--- src/rtl/rnn_step_scheduler.sv ---
// Time-multiplexed RNN step scheduler: walks every neuron slot through one shared
// update datapath, stores the returned membrane state and collects the spike vector.
module rnn_step_scheduler #(
  parameter int N_SLOTS = 4,
  parameter int W = 8,
  parameter int TIMEOUT = 15,
  localparam int SW = (N_SLOTS > 1) ? $clog2(N_SLOTS) : 1,
  localparam int TW = (TIMEOUT > 1) ? $clog2(TIMEOUT + 1) : 1
) (
  input  logic                 clk,
  input  logic                 rst,
  input  logic                 step_start,
  input  logic                 clear_state,
  input  logic [N_SLOTS*W-1:0] current_in,
  output logic                 busy,
  output logic                 step_done,
  output logic [N_SLOTS-1:0]   spikes,
  output logic                 err_timeout,
  output logic                 dp_valid,
  output logic [SW-1:0]        dp_slot,
  output logic [W-1:0]         dp_current,
  output logic [W-1:0]         dp_state,
  input  logic                 dp_ready,
  input  logic                 dp_result_valid,
  input  logic [W-1:0]         dp_result_state,
  input  logic                 dp_result_spike
);

  typedef enum logic [1:0] {IDLE, ISSUE, WAIT, DONE} state_t;

  localparam logic [SW-1:0] LAST_SLOT = SW'(N_SLOTS - 1);
  localparam logic [TW-1:0] TIMER_MAX = TW'(TIMEOUT - 1);

  state_t               state, state_next;
  logic [SW-1:0]        slot;
  logic [TW-1:0]        timer;
  logic [N_SLOTS*W-1:0] cur_latched;
  logic [W-1:0]         mem [N_SLOTS];
  logic [N_SLOTS-1:0]   pending;

  logic start_ok, clear_ok, issue_fire, result_take, timer_expire, wait_exit;

  assign dp_slot    = slot;
  assign dp_current = cur_latched[slot*W +: W];
  assign dp_state   = mem[slot];

  always_ff @(posedge clk) begin
    if (rst) state <= IDLE;
    else     state <= state_next;
  end

  always_comb begin
    state_next   = state;
    busy         = (state != IDLE);
    step_done    = 1'b0;
    dp_valid     = 1'b0;
    start_ok     = 1'b0;
    clear_ok     = 1'b0;
    issue_fire   = 1'b0;
    result_take  = 1'b0;
    timer_expire = 1'b0;
    wait_exit    = 1'b0;
    case (state)
      IDLE: begin
        clear_ok = clear_state;
        start_ok = step_start && !clear_state;
        if (start_ok) state_next = ISSUE;
      end
      ISSUE: begin
        dp_valid   = 1'b1;
        issue_fire = dp_ready;
        if (dp_ready) state_next = WAIT;
      end
      WAIT: begin
        // A result arriving on the expiry cycle still counts as a result.
        result_take  = dp_result_valid;
        timer_expire = !dp_result_valid && (timer == TIMER_MAX);
        wait_exit    = result_take || timer_expire;
        if (wait_exit) state_next = (slot == LAST_SLOT) ? DONE : ISSUE;
      end
      DONE: begin
        step_done  = 1'b1;
        state_next = IDLE;
      end
      default: state_next = IDLE;
    endcase
  end

  always_ff @(posedge clk) begin
    if (rst) begin
      slot        <= '0;
      timer       <= '0;
      cur_latched <= '0;
      pending     <= '0;
      spikes      <= '0;
      err_timeout <= 1'b0;
      for (int i = 0; i < N_SLOTS; i++) mem[i] <= '0;
    end else begin
      if (clear_ok) begin
        for (int i = 0; i < N_SLOTS; i++) mem[i] <= '0;
      end
      if (start_ok) begin
        cur_latched <= current_in;
        slot        <= '0;
        pending     <= '0;
      end
      if (issue_fire) timer <= '0;
      else if (state == WAIT && !wait_exit) timer <= timer + 1'b1;
      if (result_take) begin
        mem[slot]     <= dp_result_state;
        pending[slot] <= dp_result_spike;
      end
      if (timer_expire) begin
        err_timeout   <= 1'b1;
        pending[slot] <= 1'b0;
      end
      if (wait_exit && slot != LAST_SLOT) slot <= slot + 1'b1;
      if (step_done) spikes <= pending;
    end
  end

endmodule

--- config.mk ---
export PLATFORM = sky130hd
export DESIGN_NAME = rnn_step_scheduler
export DESIGN_NICKNAME = d
export VERILOG_FILES = /design/src/rtl/rnn_step_scheduler.sv
export SDC_FILE = /design/constraint.sdc
export NUM_CORES = 1
export LEC_CHECK = 0
export ABC_AREA = 1
export CELL_PAD_IN_SITES_DETAIL_PLACEMENT = 0
export CELL_PAD_IN_SITES_GLOBAL_PLACEMENT = 1
export CORE_MARGIN = 3
export CORE_UTILIZATION = 41
export DETAILED_ROUTE_END_ITERATION = 6
export HOLD_SLACK_MARGIN = 0.08
export PLACE_DENSITY_LB_ADDON = 0.1
export REMOVE_ABC_BUFFERS = 1
export SYNTH_ARGS = -nofsm -noshare
export SYNTH_HDL_FRONTEND = slang
export SYNTH_SLANG_ARGS = --single-unit
--- constraint.sdc ---
create_clock -name clk -period 2.7 [get_ports clk]
set_input_delay 0.27 -clock clk [delete_from_list [all_inputs] [get_ports clk]]
set_output_delay 0.27 -clock clk [all_outputs]
set_load 0.05 [all_outputs]
==> metrics.md, run 1 <==
| Metric | Value |
|---|---|
| Outcome | `finished clean` |
| Post-synthesis cell type with the largest combined area | `dfxtp_1` |
| Worst vdd rail ir drop | `0.221 mV` |
| Number of antenna violations at the first check in global routing | `0` |
| Htree depth | `3` |
| Critical Path Start Type | `register` |
| Routed wire length | `approximately 9000 um` |
| Synth-to-Final Area Change | `26.3%` |
| Top post-synthesis cells by area | `dfxtp_1 28%, edfxtp_1 26%, nor2_1 8.4%` |
| Via count of the first global-routing pass | `3199` |
| Placed wire-length estimate | `about 6000 um` |
| Synthesized netlist cell count | `approximately 440` |
| Maximum buffer depth of the clock tree | `2` |
| Proportion of register bits with asynchronous set or reset after synthesis | `0%` |
| Most used standard cells in the synthesized netlist | `82 x nor2_1, 68 x nand2_1, 51 x dfxtp_1` |
| Post-layout worst setup margin | `0.193 ns` |
| Number of synthesized flops with an enable pin | `32` |
| Post-Place Worst Slack | `between 0.5 and 0.6 ns` |
| GRT Util Overall | `18.0%` |
| Final cycle utilization of the critical path | `92.9%` |
| Worst skew pair latency | `approximately 0.35 ns` |
| First-pass GRT wire length | `14600 um` |
| Layout cell share with drive strength beyond 1 | `under 10%` |
| Initial Util | `43.5%` |
| Cell with the most instances after synthesis | `nor2_1` |
| Synthesized area | `between 3000 and 4000 um^2` |
| Standard-cell row count | `33` |
| Number of iterations in the first detailed-routing pass | `5` |
| Die height | `101 um` |
| CTS clk-pin slew, worst paths | `0.08 ns` |
| MaxCap Viol Count | `0` |
| Area of the core region | `8460 um^2` |
| Data arrival time of the worst path | `2.24 ns` |
| Setup violators final | `0` |
| Number of resized instances in the post-cts repair step | `0` |
| Number of nets in the finished design | `567` |
| Worst-path fanout max | `16` |
| Routed vias/inst | `5.10` |
| Total setup buffers inserted after CTS | `0` |
| CTS Hold Buffers Added | `0` |
| Final setup TNS | `0 ns` |
| P per Cell Area | `552 nW/um^2` |
| Die X | `approximately 100 um` |
| CP Data Required Time | `2.43 ns` |
| Number of buffer cells added on primary ports | `just over 70` |
| Maximum number of pins on one net before global-route repair | `40` |
| Crit path kind | `reg2out` |
| Total number of yosys warnings | `0` |
| Actual slew at the worst max-slew pin | `around 0.60 ns` |
| Max Clock Freq | `0.399 GHz` |
| Primary flip-flop cell chosen by synthesis mapping | `dfxtp_1` |
| Antenna diodes | `0` |
| Filler cell count in the final layout | `829` |
| Largest clock skew in the final design | `0.0159 ns` |
| Unique cell type count in the Yosys netlist | `22` |
| Share of Yosys cell area claimed by the top area cell type | `between 20 and 30%` |
| Number of I/O pins | `73` |
| Post-Syn Area per Cell | `8.28 um^2` |
| Final period demand of the worst path | `2.51 ns` |
| Average detailed-routed wire length per instance | `14.2 um` |
| TritonCTS sink count | `83` |
| Vias after detailed routing | `3181` |
| Starting DRC count in detailed routing | `84` |
| Max Transition Viols Final | `0` |
| CTS tree | `yes` |
| Cell at the root of the clock tree | `clkbuf_8` |
| Setup repair after global routing missed its margin | `no` |
| DIE AREA | `10100 um^2` |
| Sequential-to-total area share from yosys stat | `a little over half` |
| Classification of the worst-slack hold path | `reg2reg` |
| Leak pwr | `1.80 nW` |
| Hold violation total from the final report | `0` |
| Worst slew slack as a fraction of its limit | `between 60% and 70%` |
| Grt ovf | `0` |
| Gpl congestion | `approximately 0.77` |
| Count of state elements after synthesis | `83` |
| Antenna Violating Nets Remaining | `0` |
| CTS Buf Count | `9` |
| DRC | `0` |
| Nature of the critical path endpoint | `output port` |
-- power breakdown --
group	switching [mW]	internal [mW]
Combinational	0.229	0.143
Sequential	0.0267	1.36
Clock	0.465	0.341
Total	0.721	1.84
-- path summary, 6_finish.rpt --
kind | start | endpoint | slack, ns | cells past startpoint
hold reg to reg | cur_latched[13]$_SDFFE_PP0P_ | cur_latched[13]$_SDFFE_PP0P_ | 0.46 | 2
setup / recovery | register | dp_state[7] | 0.19 | 4
hold / removal | cur_latched[13]$_SDFFE_PP0P_ | cur_latched[13]$_SDFFE_PP0P_ | 0.46 | 2
setup reg to reg | dp_slot[0]$_SDFFE_PP0P_ | mem[3][2]$_SDFFCE_PN0P_ | 0.78 | 3
-- cell usage in the layout, fill, tap and decap left out, drive strengths merged --
cell type,instances
ha,6
clkbuf,9
o22ai,16
a21oi,42
o21ai,45
buf,17
nand2,69
nor2,85
clkdlybuf4s50,64
nand4,1
edfxtp,32
clkinv,5
xor2,1
dfxtp,51
nand3,48
nor3,1
inv,27
-- worst max-delay path: stages, from the launching register on --
cell             delay (ns)
dfxtp_1                0.38
inv_1                  0.37
o21ai_0                0.16
o22ai_1                0.15
clkdlybuf4s50_1        0.82
-- sequential cells by signal, indices dropped and copies added (netlist names), named ones only --
signal	cells
state	2
err_timeout	1
mem	32
cur_latched	32
pending	4
dp_slot	2
spikes	4
timer	4
-- cell families (layout without fill, tap and decap cells) --
| group | count (synthesis) | count (layout) | share of synthesized area, % |
|---|---|---|---|
| adder cells (fa/ha/maj) | 6 | 6 | 2.04 |
| buffers and inverters | 47 | 122 | 5.51 |
| AO/OA/AOI/OAI | 103 | 103 | 14.6 |
| flip-flops | 83 | 83 | 53.9 |
| XOR/XNOR | 1 | 1 | 0.238 |
| AND/OR/NAND/NOR | 204 | 204 | 23.8 |
-- per-layer routing --
layer / GRT usage [%] / share of wire, %
met1: 23.6 / 46
met2: 29.7 / 49
met3: 2.77 / 4.3
met4: 7.05 / 0.56
met5: 0 / 0
-- stage by stage --
step           hold WS, ns  instances  power (mW)  area (um^2)  util (%)
5_1_grt              0.479        624        2.67         4650      54.9
4_1_cts              0.463        624        2.59         4650      54.9
3_3_place_gp         0.446        608        1.79         4470      52.8
3_5_place_dp         0.450        608        1.79         4470      52.8
6_report             0.459        624        2.56         4650      54.9
2_1_floorplan        0.339        422        1.61         3570         -
-- cell type report --
| cell class | count | area [um^2] | area share (%) |
|---|---|---|---|
| clock buffer | 9 | 124 | 2.67 |
| tap | 105 | 131 | 2.83 |
| inverter | 25 | 93.8 | 2.02 |
| clock inverter | 7 | 52.6 | 1.13 |
| timing repair buffer | 81 | 768 | 16.5 |
| sequential | 83 | 1980 | 42.7 |
| multi-input combinational | 314 | 1490 | 32.2 |
Note: power is estimated with default switching activity, not from simulation.
==> run 2, diff against run 1 <==
--- a/config.mk
+++ b/config.mk
@@ -5,11 +5,10 @@
 export SDC_FILE = /design/constraint.sdc
 export NUM_CORES = 1
 export LEC_CHECK = 0
-export ABC_AREA = 1
 export CELL_PAD_IN_SITES_DETAIL_PLACEMENT = 0
 export CELL_PAD_IN_SITES_GLOBAL_PLACEMENT = 1
 export CORE_MARGIN = 3
-export CORE_UTILIZATION = 41
+export CORE_UTILIZATION = 43
 export DETAILED_ROUTE_END_ITERATION = 6
 export HOLD_SLACK_MARGIN = 0.08
 export PLACE_DENSITY_LB_ADDON = 0.1
==> run 2 against run 1 <==
Net effect: clock skew shrank 0.0078 ns; count of clock-buffer cells in the layout grew 4; global-route usage shrank 0.29 points; routed wire length shrank 6.9%; synthesized area shrank 0.41%; first-iteration DRC count grew 80%; highest routed layer unchanged.
==> metrics.md, run 2 <==
| Metric | Value |
|---|---|
| Outcome | `finished clean` |
| Hold worst-path end | `cur_latched[22]$_SDFFE_PP0P_` |
| Area of placed instances | `4470 um^2 (+0.11%)` |
| Final core occ | `56.9% (+2.0 points)` |
| Commonest cells after routing, fill and taps aside | `72 x clkdlybuf4s50_1, 71 x nand2_1, 51 x dfxtp_1` |
| Maximum buffer depth of the clock tree | `2 (unchanged)` |
| CTS Hold Buffers Added | `0 (unchanged)` |
| Instance count along the most critical hold path | `2 (unchanged)` |
| Proportion of register bits with asynchronous set or reset after synthesis | `0% (unchanged)` |
| Classification of the worst-slack hold path | `reg2reg` |
| Post-synthesis cell type with the largest combined area | `dfxtp_1` |
| Number of buffer cells added on primary ports | `72 (unchanged)` |
| P per Cell Area | `573 nW/um^2 (+3.9%)` |
| Largest clock skew in the final design | `0.00816 ns (-0.00778 ns)` |
| Synthesized netlist cell count | `341 (-23%)` |
| Worst slew slack as a fraction of its limit | `54.4% (-5.6 points)` |
| Data arrival time of the worst path | `2.26 ns (+0.02 ns)` |
| Worst vdd rail ir drop | `0.279 mV (+26%)` |
| Register-to-Register Setup Slack | `0.67 ns (-0.11 ns)` |
| Number of iterations in the first detailed-routing pass | `4 (-1)` |
| Cell with the most instances after synthesis | `nand2_1` |
| Total number of yosys warnings | `0 (unchanged)` |
| Critical path buffer and inverter count | `2 (unchanged)` |
| Placed wire-length estimate | `5370 um (-12%)` |
| P_sw | `0.641 mW (-11%)` |
| Cell chain of the critical path | `nand2_1 > inv_1 > clkdlybuf4s50_1` |
| Routed vias/inst | `5.34 (+4.8%)` |
| Part of the total power dissipated in the clock network | `35.8% (+4.4 points)` |
| Max Transition Viols Final | `0 (unchanged)` |
| Vias after detailed routing | `2762 (-13%)` |
| Worst-path fanout max | `21 (+5)` |
| Portion of total power attributed to combinational logic | `12.8% (-1.7 points)` |
| Leak pwr | `1.80 nW (-0.13%)` |
| Kind of cell adding the most delay to the critical path | `buffers and inverters` |
| Most used standard cells in the synthesized netlist | `71 x nand2_1, 51 x dfxtp_1, 44 x a21oi_1` |
| Starting DRC count in detailed routing | `151 (+80%)` |
| Hold violation total from the final report | `0 (unchanged)` |
| Internal Dissipation | `2.05 mW (+11%)` |
| DRC | `0 (unchanged)` |
| Max Clock Freq | `0.395 GHz (-0.84%)` |
| Sequential-to-total area share from yosys stat | `54.1% (+0.22 points)` |
| Met3 layer usage reported by global route | `5.21% (+2.4 points)` |
| Area of the core region | `8260 um^2 (-2.4%)` |
| Worst-case reg-to-reg path depth | `5 (+2)` |
| Crit path kind | `reg2out` |
| Setup repair after global routing missed its margin | `no` |
| Number of synthesized flops with an enable pin | `32 (unchanged)` |
| MaxCap Viol Count | `0 (unchanged)` |
| Share of Yosys cell area claimed by the top area cell type | `27.9% (+0.11 points)` |
| Crit Reg-Reg Startpoint | `dp_slot[1]$_SDFFE_PP0P_` |
| Post-Syn Area per Cell | `10.7 um^2 (+30%)` |
| Final cycle utilization of the critical path | `93.7% (+0.79 points)` |
| Largest registers in the final layout | `cur_latched (32), mem (32)` |
| Antenna Violating Nets Remaining | `0 (unchanged)` |
| Antenna diodes | `0 (unchanged)` |
| DIE AREA | `9660 um^2 (-4.7%)` |
| Nature of the critical path endpoint | `output port` |
| Number of resized instances in the post-cts repair step | `0 (unchanged)` |
| Summed area of non-filler cells in the final layout | `4700 um^2 (+1.2%)` |
| Htree depth | `3 (unchanged)` |
| CTS clk-pin slew, worst paths | `0.08 ns (about the same)` |
| Actual slew at the worst max-slew pin | `0.683 ns (+0.0842 ns)` |
| Average detailed-routed wire length per instance | `16.0 um (+12%)` |
| Maximum number of pins on one net before global-route repair | `45 (+13%)` |
| Delay contributed by the slowest stage of the critical path | `0.80 ns (-0.02 ns)` |
| First-pass GRT wire length | `13500 um (-7.1%)` |
| CTS Buf Count | `9 (unchanged)` |
| TritonCTS sink count | `83 (unchanged)` |
| Via count of the first global-routing pass | `2726 (-15%)` |
| Synthesized area | `3660 um^2 (-0.41%)` |
| Primary flip-flop cell chosen by synthesis mapping | `dfxtp_1` |
| Met1 capacity usage during global routing | `23.2% (-0.36 points)` |
| Top post-synthesis cells by area | `dfxtp_1 28%, edfxtp_1 26%, mux4_2 9.8%` |
| Die X | `98.3 um (-2.4%)` |
| CTS tree | `yes` |
| Standard-cell row count | `33 (unchanged)` |
| Layout cell share with drive strength beyond 1 | `11.7% (+3.6 points)` |
| Final period demand of the worst path | `2.53 ns (+0.0212 ns)` |
| Grt ovf | `0 (unchanged)` |
| Count of state elements after synthesis | `83 (unchanged)` |
| GRT Util Overall | `17.7% (-0.29 points)` |
| CP Data Required Time | `2.43 ns (about the same)` |
| Setup violators final | `0 (unchanged)` |
| Sequential group share of total power | `51.4% (-2.6 points)` |
| Number of cells on the critical path | `3 (-1)` |
| Synth-to-Final Area Change | `28.3%` |
| Cell at the root of the clock tree | `clkbuf_8` |
| GRT Max-Usage Layer | `met2` |
| Critical-path cell with the highest stage delay | `clkdlybuf4s50_1` |
| Number of nets in the finished design | `460 (-19%)` |
| Worst skew pair latency | `0.34 ns (about the same)` |
| Number of antenna violations at the first check in global routing | `0 (unchanged)` |
| Routed wire length | `8260 um (-6.9%)` |
| Most frequent standard cell in the layout excluding fill and tap cells | `clkdlybuf4s50_1` |
| Total setup buffers inserted after CTS | `0 (unchanged)` |
| Critical Path Start Type | `register` |
| Number of I/O pins | `73 (unchanged)` |
| Switching part of the total power | `23.8% (-4.3 points)` |
| Final setup TNS | `0 ns (unchanged)` |
| Start point of the worst min-delay path | `cur_latched[22]$_SDFFE_PP0P_` |
| Unique cell type count in the Yosys netlist | `38 (+73%)` |
| Die height | `98.3 um (-2.4%)` |
| Gpl congestion | `0.769 (about the same)` |
| Global-route met2 utilization | `28.1% (-1.5 points)` |
| Endpoint of the most critical register-to-register path | `mem[1][4]$_SDFFCE_PN0P_` |
| Initial Util | `44.4% (+0.90 points)` |
[run 2: power groups by stage]
stage                     registers, mW  clock network [mW]  logic (mW)
after global placement             1.41                   0       0.344
after global routing               1.39                1.04       0.371
final                              1.38               0.965       0.345
after floorplan                    1.41                   0       0.178
after CTS                          1.38               0.994       0.348
after detailed placement           1.41                   0       0.346
[run 2: tightest hold or removal path, cell delays in order, from the launching register on]
cell and delay [ns]:
dfxtp_1 0.31, nand2_1 0.05, a21oi_1 0.05
[run 2: final cells by class]
| cell class | instances | area (um^2) |
|---|---|---|
| fill | 740 | 3560 |
| sequential | 83 | 1980 |
| multi-input combinational | 224 | 1530 |
| timing repair buffer | 84 | 811 |
| clock buffer | 13 | 181 |
| tap | 105 | 131 |
| clock inverter | 3 | 43.8 |
| inverter | 5 | 18.8 |
[run 2: how the worst max path moves through the flow]
stage	startpoint	to	slack [ns]
finish	state[0]$_SDFFE_PP0P_	step_done	0.17
CTS	state[0]$_SDFFE_PP0P_	step_done	0.17
detailed placement	state[0]$_SDFFE_PP0P_	step_done	0.58
floorplan	dp_slot[0]$_SDFFE_PP0P_	mem[3][0]$_SDFFCE_PN0P_	0.17
global route	state[0]$_SDFFE_PP0P_	step_done	0.006
global placement	state[0]$_SDFFE_PP0P_	step_done	0.57
[run 2: cells by family after synthesis]
group	Yosys count	share of synthesized area (%)
AO/OA/AOI/OAI	69	11.5
multiplexers	16	9.84
buffers and inverters	34	4.10
adder cells (fa/ha/maj)	6	2.05
AND/OR/NAND/NOR	133	18.4
flip-flops	83	54.1
[run 2: stage by stage]
stage                     power, mW  cells  setup WS [ns]  hold slack [ns]
after CTS                      2.73    517          0.168            0.444
final                          2.69    517          0.171            0.455
after global placement         1.76    501          0.574            0.441
after global routing           2.81    517        0.00594            0.446
after floorplan                1.59    312          0.173            0.339
after detailed placement       1.76    501          0.582            0.445
[run 2: layer usage]
layer | routed length, um | up-vias
met2 | 4050 | 67
li1 | - | 1371
met1 | 3760 | 1317
met5 | 0 | -
met4 | 74 | 0
met3 | 372 | 7
